## src/rtl/cache_arb_pkg.sv

```systemverilog
// ---------------------------------------------------------------------------
// cache_arb_pkg
// Shared types for the L2 port scheduler, which lets the icache and the
// dcache share a single L2 port.
//   arb_state_e : scheduler FSM states (IDLE, SERVE_I, SERVE_D)
//   port_id_e   : requesting port identifier (PORT_I, PORT_D)
//   l2_op_e     : operation latched for the L2 (none / read / write)
//   l2_req_t    : latched request (op, address, wdata)
//   grant_cnt_t : per-port 16-bit wrapping grant counters (debug)
// LINE_W is the widest line the latched-request struct can hold. The
// s_line parameter of l2_port_scheduler must not exceed it.
// ---------------------------------------------------------------------------
package cache_arb_pkg;

  localparam int LINE_W = 256;

  typedef enum logic [1:0] {
    IDLE    = 2'd0,
    SERVE_I = 2'd1,
    SERVE_D = 2'd2
  } arb_state_e;

  typedef enum logic {
    PORT_I = 1'b0,
    PORT_D = 1'b1
  } port_id_e;

  typedef enum logic [1:0] {
    OP_NONE  = 2'd0,
    OP_READ  = 2'd1,
    OP_WRITE = 2'd2
  } l2_op_e;

  typedef struct packed {
    l2_op_e            op;
    logic [31:0]       address;
    logic [LINE_W-1:0] wdata;
  } l2_req_t;

  typedef struct packed {
    logic [15:0] grants_i;
    logic [15:0] grants_d;
  } grant_cnt_t;

  // Read and write asserted together is treated as a write.
  function automatic l2_op_e decode_op(input logic rd, input logic wr);
    if (wr)      return OP_WRITE;
    else if (rd) return OP_READ;
    else         return OP_NONE;
  endfunction

endpackage

```

## src/rtl/l2_arb_grant.sv

```systemverilog
// ---------------------------------------------------------------------------
// l2_arb_grant
// Combinational priority decision between the icache and dcache ports.
// Ports:
//   pend_i, pend_d : request pending on the icache / dcache port
//   ptr            : port favoured when both are pending
//   grant_valid    : at least one port is pending
//   grant_id       : port that wins this decision
// A lone requester always wins. On a conflict the pointer decides, so
// fixed priority and round-robin differ only in how the pointer is driven.
// ---------------------------------------------------------------------------
module l2_arb_grant
  import cache_arb_pkg::*;
(
  input  logic     pend_i,
  input  logic     pend_d,
  input  port_id_e ptr,
  output logic     grant_valid,
  output port_id_e grant_id
);

  always_comb begin
    grant_valid = pend_i | pend_d;
    if (pend_i && pend_d) begin
      grant_id = ptr;
    end else if (pend_i) begin
      grant_id = PORT_I;
    end else begin
      grant_id = PORT_D;
    end
  end

endmodule

```

## src/rtl/l2_port_scheduler.sv

```systemverilog
// ---------------------------------------------------------------------------
// l2_port_scheduler
// Shares one L2 port between the icache and dcache miss paths.
// Parameter:
//   s_line : line width in bits (must not exceed cache_arb_pkg::LINE_W)
// Ports:
//   clk, rst_n                       : clock, async active-low reset
//   l2_icache_read/write/address/wdata : icache request (held until resp)
//   l2_icache_resp, l2_icache_rdata  : icache completion, data when resp=1
//   l2_dcache_read/write/address/wdata : dcache request (held until resp)
//   l2_dcache_resp, l2_dcache_rdata  : dcache completion, data when resp=1
//   l2_read, l2_write, l2_address, l2_wdata : registered request to L2
//   l2_resp, l2_rdata                : completion and read data from L2
// Configuration macro:
//   L2_ARB_RR_EN : round-robin on conflicts. When undefined the dcache has
//                  fixed priority and no pointer register exists.
// ---------------------------------------------------------------------------
module l2_port_scheduler
  import cache_arb_pkg::*;
#(
  parameter int s_line = 256
) (
  input  logic              clk,
  input  logic              rst_n,

  input  logic              l2_icache_read,
  input  logic              l2_icache_write,
  input  logic [31:0]       l2_icache_address,
  input  logic [s_line-1:0] l2_icache_wdata,
  output logic              l2_icache_resp,
  output logic [s_line-1:0] l2_icache_rdata,

  input  logic              l2_dcache_read,
  input  logic              l2_dcache_write,
  input  logic [31:0]       l2_dcache_address,
  input  logic [s_line-1:0] l2_dcache_wdata,
  output logic              l2_dcache_resp,
  output logic [s_line-1:0] l2_dcache_rdata,

  output logic              l2_read,
  output logic              l2_write,
  output logic [31:0]       l2_address,
  output logic [s_line-1:0] l2_wdata,
  input  logic              l2_resp,
  input  logic [s_line-1:0] l2_rdata
);

  arb_state_e state_q, state_d;
  l2_req_t    req_q, req_d;
  logic       l2_read_q, l2_read_d;
  logic       l2_write_q, l2_write_d;
  grant_cnt_t grant_cnt_q, grant_cnt_d;

  logic       pend_i, pend_d;
  logic       grant_valid;
  port_id_e   grant_id;
  port_id_e   rr_ptr;

  // The caches hold their strobes until they see resp, so a port that
  // loses arbitration simply stays pending; no extra queueing is needed.
  assign pend_i = l2_icache_read | l2_icache_write;
  assign pend_d = l2_dcache_read | l2_dcache_write;

`ifdef L2_ARB_RR_EN
  // Pointer names the port favoured on the next conflict.
  port_id_e rr_q, rr_d;
  assign rr_ptr = rr_q;
`else
  assign rr_ptr = PORT_D;
`endif

  l2_arb_grant u_grant (
    .pend_i      (pend_i),
    .pend_d      (pend_d),
    .ptr         (rr_ptr),
    .grant_valid (grant_valid),
    .grant_id    (grant_id)
  );

  // Grants are taken only from IDLE, and every completion returns to IDLE,
  // which gives the single idle cycle between consecutive grants.
  always_comb begin
    state_d     = state_q;
    req_d       = req_q;
    l2_read_d   = l2_read_q;
    l2_write_d  = l2_write_q;
    grant_cnt_d = grant_cnt_q;
`ifdef L2_ARB_RR_EN
    rr_d        = rr_q;
`endif

    case (state_q)
      IDLE: begin
        if (grant_valid) begin
          req_d.wdata = '0;
          if (grant_id == PORT_I) begin
            state_d                   = SERVE_I;
            req_d.op                  = decode_op(l2_icache_read, l2_icache_write);
            req_d.address             = l2_icache_address;
            req_d.wdata[s_line-1:0]   = l2_icache_wdata;
            grant_cnt_d.grants_i      = grant_cnt_q.grants_i + 16'd1;
          end else begin
            state_d                   = SERVE_D;
            req_d.op                  = decode_op(l2_dcache_read, l2_dcache_write);
            req_d.address             = l2_dcache_address;
            req_d.wdata[s_line-1:0]   = l2_dcache_wdata;
            grant_cnt_d.grants_d      = grant_cnt_q.grants_d + 16'd1;
          end
          l2_read_d  = (req_d.op == OP_READ);
          l2_write_d = (req_d.op == OP_WRITE);
`ifdef L2_ARB_RR_EN
          rr_d = (grant_id == PORT_I) ? PORT_D : PORT_I;
`endif
        end
      end

      SERVE_I, SERVE_D: begin
        if (l2_resp) begin
          state_d    = IDLE;
          l2_read_d  = 1'b0;
          l2_write_d = 1'b0;
        end
      end

      default: begin
        state_d    = IDLE;
        l2_read_d  = 1'b0;
        l2_write_d = 1'b0;
      end
    endcase
  end

  // Reset drops any in-flight L2 transaction; nothing is replayed.
  always_ff @(posedge clk or negedge rst_n) begin
    if (!rst_n) begin
      state_q     <= IDLE;
      req_q       <= '0;
      l2_read_q   <= 1'b0;
      l2_write_q  <= 1'b0;
      grant_cnt_q <= '0;
`ifdef L2_ARB_RR_EN
      rr_q        <= PORT_D;
`endif
    end else begin
      state_q     <= state_d;
      req_q       <= req_d;
      l2_read_q   <= l2_read_d;
      l2_write_q  <= l2_write_d;
      grant_cnt_q <= grant_cnt_d;
`ifdef L2_ARB_RR_EN
      rr_q        <= rr_d;
`endif
    end
  end

  assign l2_read    = l2_read_q;
  assign l2_write   = l2_write_q;
  assign l2_address = req_q.address;
  assign l2_wdata   = req_q.wdata[s_line-1:0];

  // Completion is passed through in the same cycle as l2_resp; l2_resp
  // seen in IDLE matches neither serve state and is therefore ignored.
  assign l2_icache_resp  = (state_q == SERVE_I) && l2_resp;
  assign l2_dcache_resp  = (state_q == SERVE_D) && l2_resp;
  assign l2_icache_rdata = l2_icache_resp ? l2_rdata : '0;
  assign l2_dcache_rdata = l2_dcache_resp ? l2_rdata : '0;

endmodule

```

## config.mk

```make
export PLATFORM = sky130hd
export DESIGN_NAME = l2_port_scheduler
export DESIGN_NICKNAME = d
export VERILOG_FILES = /design/src/rtl/cache_arb_pkg.sv /design/src/rtl/l2_arb_grant.sv /design/src/rtl/l2_port_scheduler.sv
export SDC_FILE = /design/constraint.sdc
export NUM_CORES = 1
export LEC_CHECK = 0
export CORE_AREA = 10 10 640 642
export CTS_CLUSTER_SIZE = 40
export DETAILED_ROUTE_END_ITERATION = 8
export DIE_AREA = 0 0 650 652
export PLACE_DENSITY = 0.3
export SLEW_MARGIN = 20
export SYNTH_ARGS = -nofsm -noshare
export SYNTH_HDL_FRONTEND = slang
export SYNTH_SLANG_ARGS = --single-unit
```

## constraint.sdc

```tcl
create_clock -name clk -period 3.2 [get_ports clk]
set_clock_uncertainty 0.1 [all_clocks]
set_input_delay 0.32 -clock clk [delete_from_list [all_inputs] [get_ports clk]]
set_output_delay 0.32 -clock clk [all_outputs]
set_load 0.005 [all_outputs]
```

==> key figures <==
Finish
  • Finished Cell Area: 43100 µm²
  • Most frequent cells in the layout: clkdlybuf4s50_1, and3_1, inv_1, a21oi_1, dfrtp_1
  • Layout cells sized above 1: 6.62%
  • Most common cell after layout, fill and taps aside: clkdlybuf4s50_1
  • Nets: 4474
  • Layout Area Growth over Synthesis: 170%

Setup path
  • Critical path peak fanout: 62
  • Startpoint Class: register
  • CP startpoint: state_q[0]
  • Critical Path AT: 2.70 ns
  • Crit end category: output port
  • Critical path class: reg -> out
  • Worst Path Required: 2.78 ns
  • RR Startpoint: state_q[1]

Placement
  • GPL Wtd Cong: 0.897
  • Placement Cell Area: 39700 µm²
  • PortBufs: 1642
  • HPWL after DPL: 277000 µm

Routing
  • Final Routed Wirelength: 306000 µm
  • Iteration-0 DRC Markers: 1567
  • DR DRC count: 0
  • Final ANT Viol Nets: 0
  • Vias per cell: 2.69
  • Routed length per instance: 34.0 µm
  • DR pass1 iterations: 5
  • Via Count: 24200

Clock network
  • CTS tree: built
  • H-tree lvl count: 2
  • Clock Sinks: 292
  • Clk buf depth: 3
  • Total CTS buffers: 48
  • Clock transition at path regs: 0.06 ns
  • Worst-skew pair later-pin latency: 0.64 ns
  • Root Driver: clkbuf_16

STA
  • Setup violators final: 0
  • Final hold vios: 0
  • Post-route minimum period: 3.12 ns
  • Actual slew at the worst max-slew pin: 0.934 ns
  • Fin Setup TNS: 0 ns
  • Final-report max-slew violation count: 0
  • Fmax: 321 MHz
  • Final Cycle Share: 97.4%
  • Relative max-transition margin: 37.5%
  • RSZ-0062 raised after global routing: no

Power
  • VDD IR max: 0.000457 V
  • Lkg Pwr: 17.2 nW
  • Power Dens Cells: 748 nW/µm²

Outcome
  • Outcome: finished, final reports clean

Yosys
  • Synth warn: 0
  • Synth Register Bits: 292
  • Syn Nets: 2747
  • Register area share after synthesis: 45.8%
  • Synthesized instance count: 1905
  • Synth Area per Inst: 8.38 µm²
  • Mapped Area: 16000 µm²
  • Synth cell types: 25

Global route
  • Largest net degree at the start of global routing: 94
  • Remaining Overflow, GRT: 0
  • Gr usage total: 13.7%
  • Vias in the first global route: 25100
  • Initial antenna violation count: 213
  • First-pass GRT wire length: 366000 µm

Worst hold path
  • Worst hold start: l2_icache_wdata[34]
  • Hold Path Class: in -> reg

Floorplan
  • Row count: 232
  • # IOs: 1643
  • Die area: 424000 µm²
  • Die Y: 652 µm
  • Initial core utilization: 4.02%
  • Core Area: 397000 µm²
  • Die X: 650 µm

Flow run
  • MaxCap Viol Count: 0
==> layer usage <==
metal / vias to the layer above / part of all wire (%) / track usage, %
li1: 10300 / - / -
met1: 12100 / 35 / 14.1
met2: 1379 / 53 / 26.0
met3: 389 / 9.7 / 5.67
met4: 34 / 2.4 / 2.31
met5: - / 0.080 / 0
==> flip-flops by register name (all words and copies together) (netlist names) <==
register and count:
l2_read 1, state_q 2, l2_address 32, l2_wdata 256, l2_write 1
==> layout make-up <==
type / count / area (µm²)
multi-input cells: 1111 / 6660
clock inverters: 21 / 269
inverters: 294 / 1100
diodes: 54 / 135
fillers: 45700 / 354000
repair buffers: 1885 / 19700
flip-flops and latches: 292 / 7310
clock buffers: 67 / 1340
well taps: 5265 / 6590
==> cell usage after synthesis, drive strengths merged <==
master / instances / area [µm²]
nand2: 1 / 3.75
o41a: 1 / 11.3
o21a: 1 / 7.51
dfrtp: 292 / 7310
clkbuf: 122 / 472
nor2: 2 / 23.8
o32ai: 1 / 8.76
ha: 3 / 37.5
buf: 86 / 450
nor2b: 1 / 6.26
inv: 294 / 1100
or2: 1 / 6.26
nand2b: 1 / 6.26
and2: 2 / 12.5
o22ai: 290 / 1810
or3b: 1 / 11.3
and3: 512 / 3200
a21oi: 293 / 1470
o21ai: 1 / 5.00
==> critical path: stages, from the launching register on <==
cell             delay, ns
dfrtp_1               0.44
inv_2                 0.11
ha_4                  0.25
buf_12                0.31
and3_1                0.34
clkdlybuf4s50_1       0.57
==> metrics by stage <==
stage / setup slack [ns] / power [mW] / hold slack (ns) / util [%] / instances
after floorplan: 1.37 / 11.5 / -0.0756 / - / 1905
after global placement: 0.464 / 27.0 / 0.267 / 10.0 / 8688
after detailed placement: 0.494 / 27.0 / 0.263 / 10.0 / 8688
after CTS: 0.000364 / 33.3 / 0.000135 / 10.8 / 8935
after global routing: 0.00524 / 34.2 / 0.0536 / 10.8 / 8962
final: 0.0820 / 32.2 / 0.0822 / 10.9 / 8989
==> path summary, 6_finish.rpt <==
kind                                        end  slack [ns]  depth (start not counted)
setup / recovery           l2_dcache_rdata[210]        0.08                          5
hold / removal                     l2_wdata[34]        0.08                          3
setup reg to reg                  l2_wdata[129]        0.75                          7
hold reg to reg                         l2_read        0.44                          2
max in group asynchronous         l2_wdata[114]        2.01                          3
min in group asynchronous         l2_wdata[111]        0.12                          2
==> timing repair <==
action,4_1_cts,5_1_grt
gates resized for setup,6,3
pin swaps,1,0
setup endpoints to repair,248,36
buffers inserted,6,0
hold endpoints to repair,221,0
cloned,1,0
hold buffers,152,0
==> power by group <==
group / switching (mW) / leakage, nW / total, mW / internal, mW
Sequential: 1.99 / 3.23 / 7.52 / 5.53
Clock: 2.39 / 0.776 / 5.66 / 3.27
Combinational: 11.0 / 13.2 / 19.1 / 8.10
Total: 15.3 / 17.2 / 32.2 / 16.9
==> logic make-up after synthesis <==
group,share of synthesized area (%)
AO/OA/AOI/OAI,20.8
adder cells (fa/ha/maj),0.235
buffers and inverters,12.7
flip-flops,45.8
AND/OR/NAND/NOR,20.5
(Power assumes the default switching activity.)
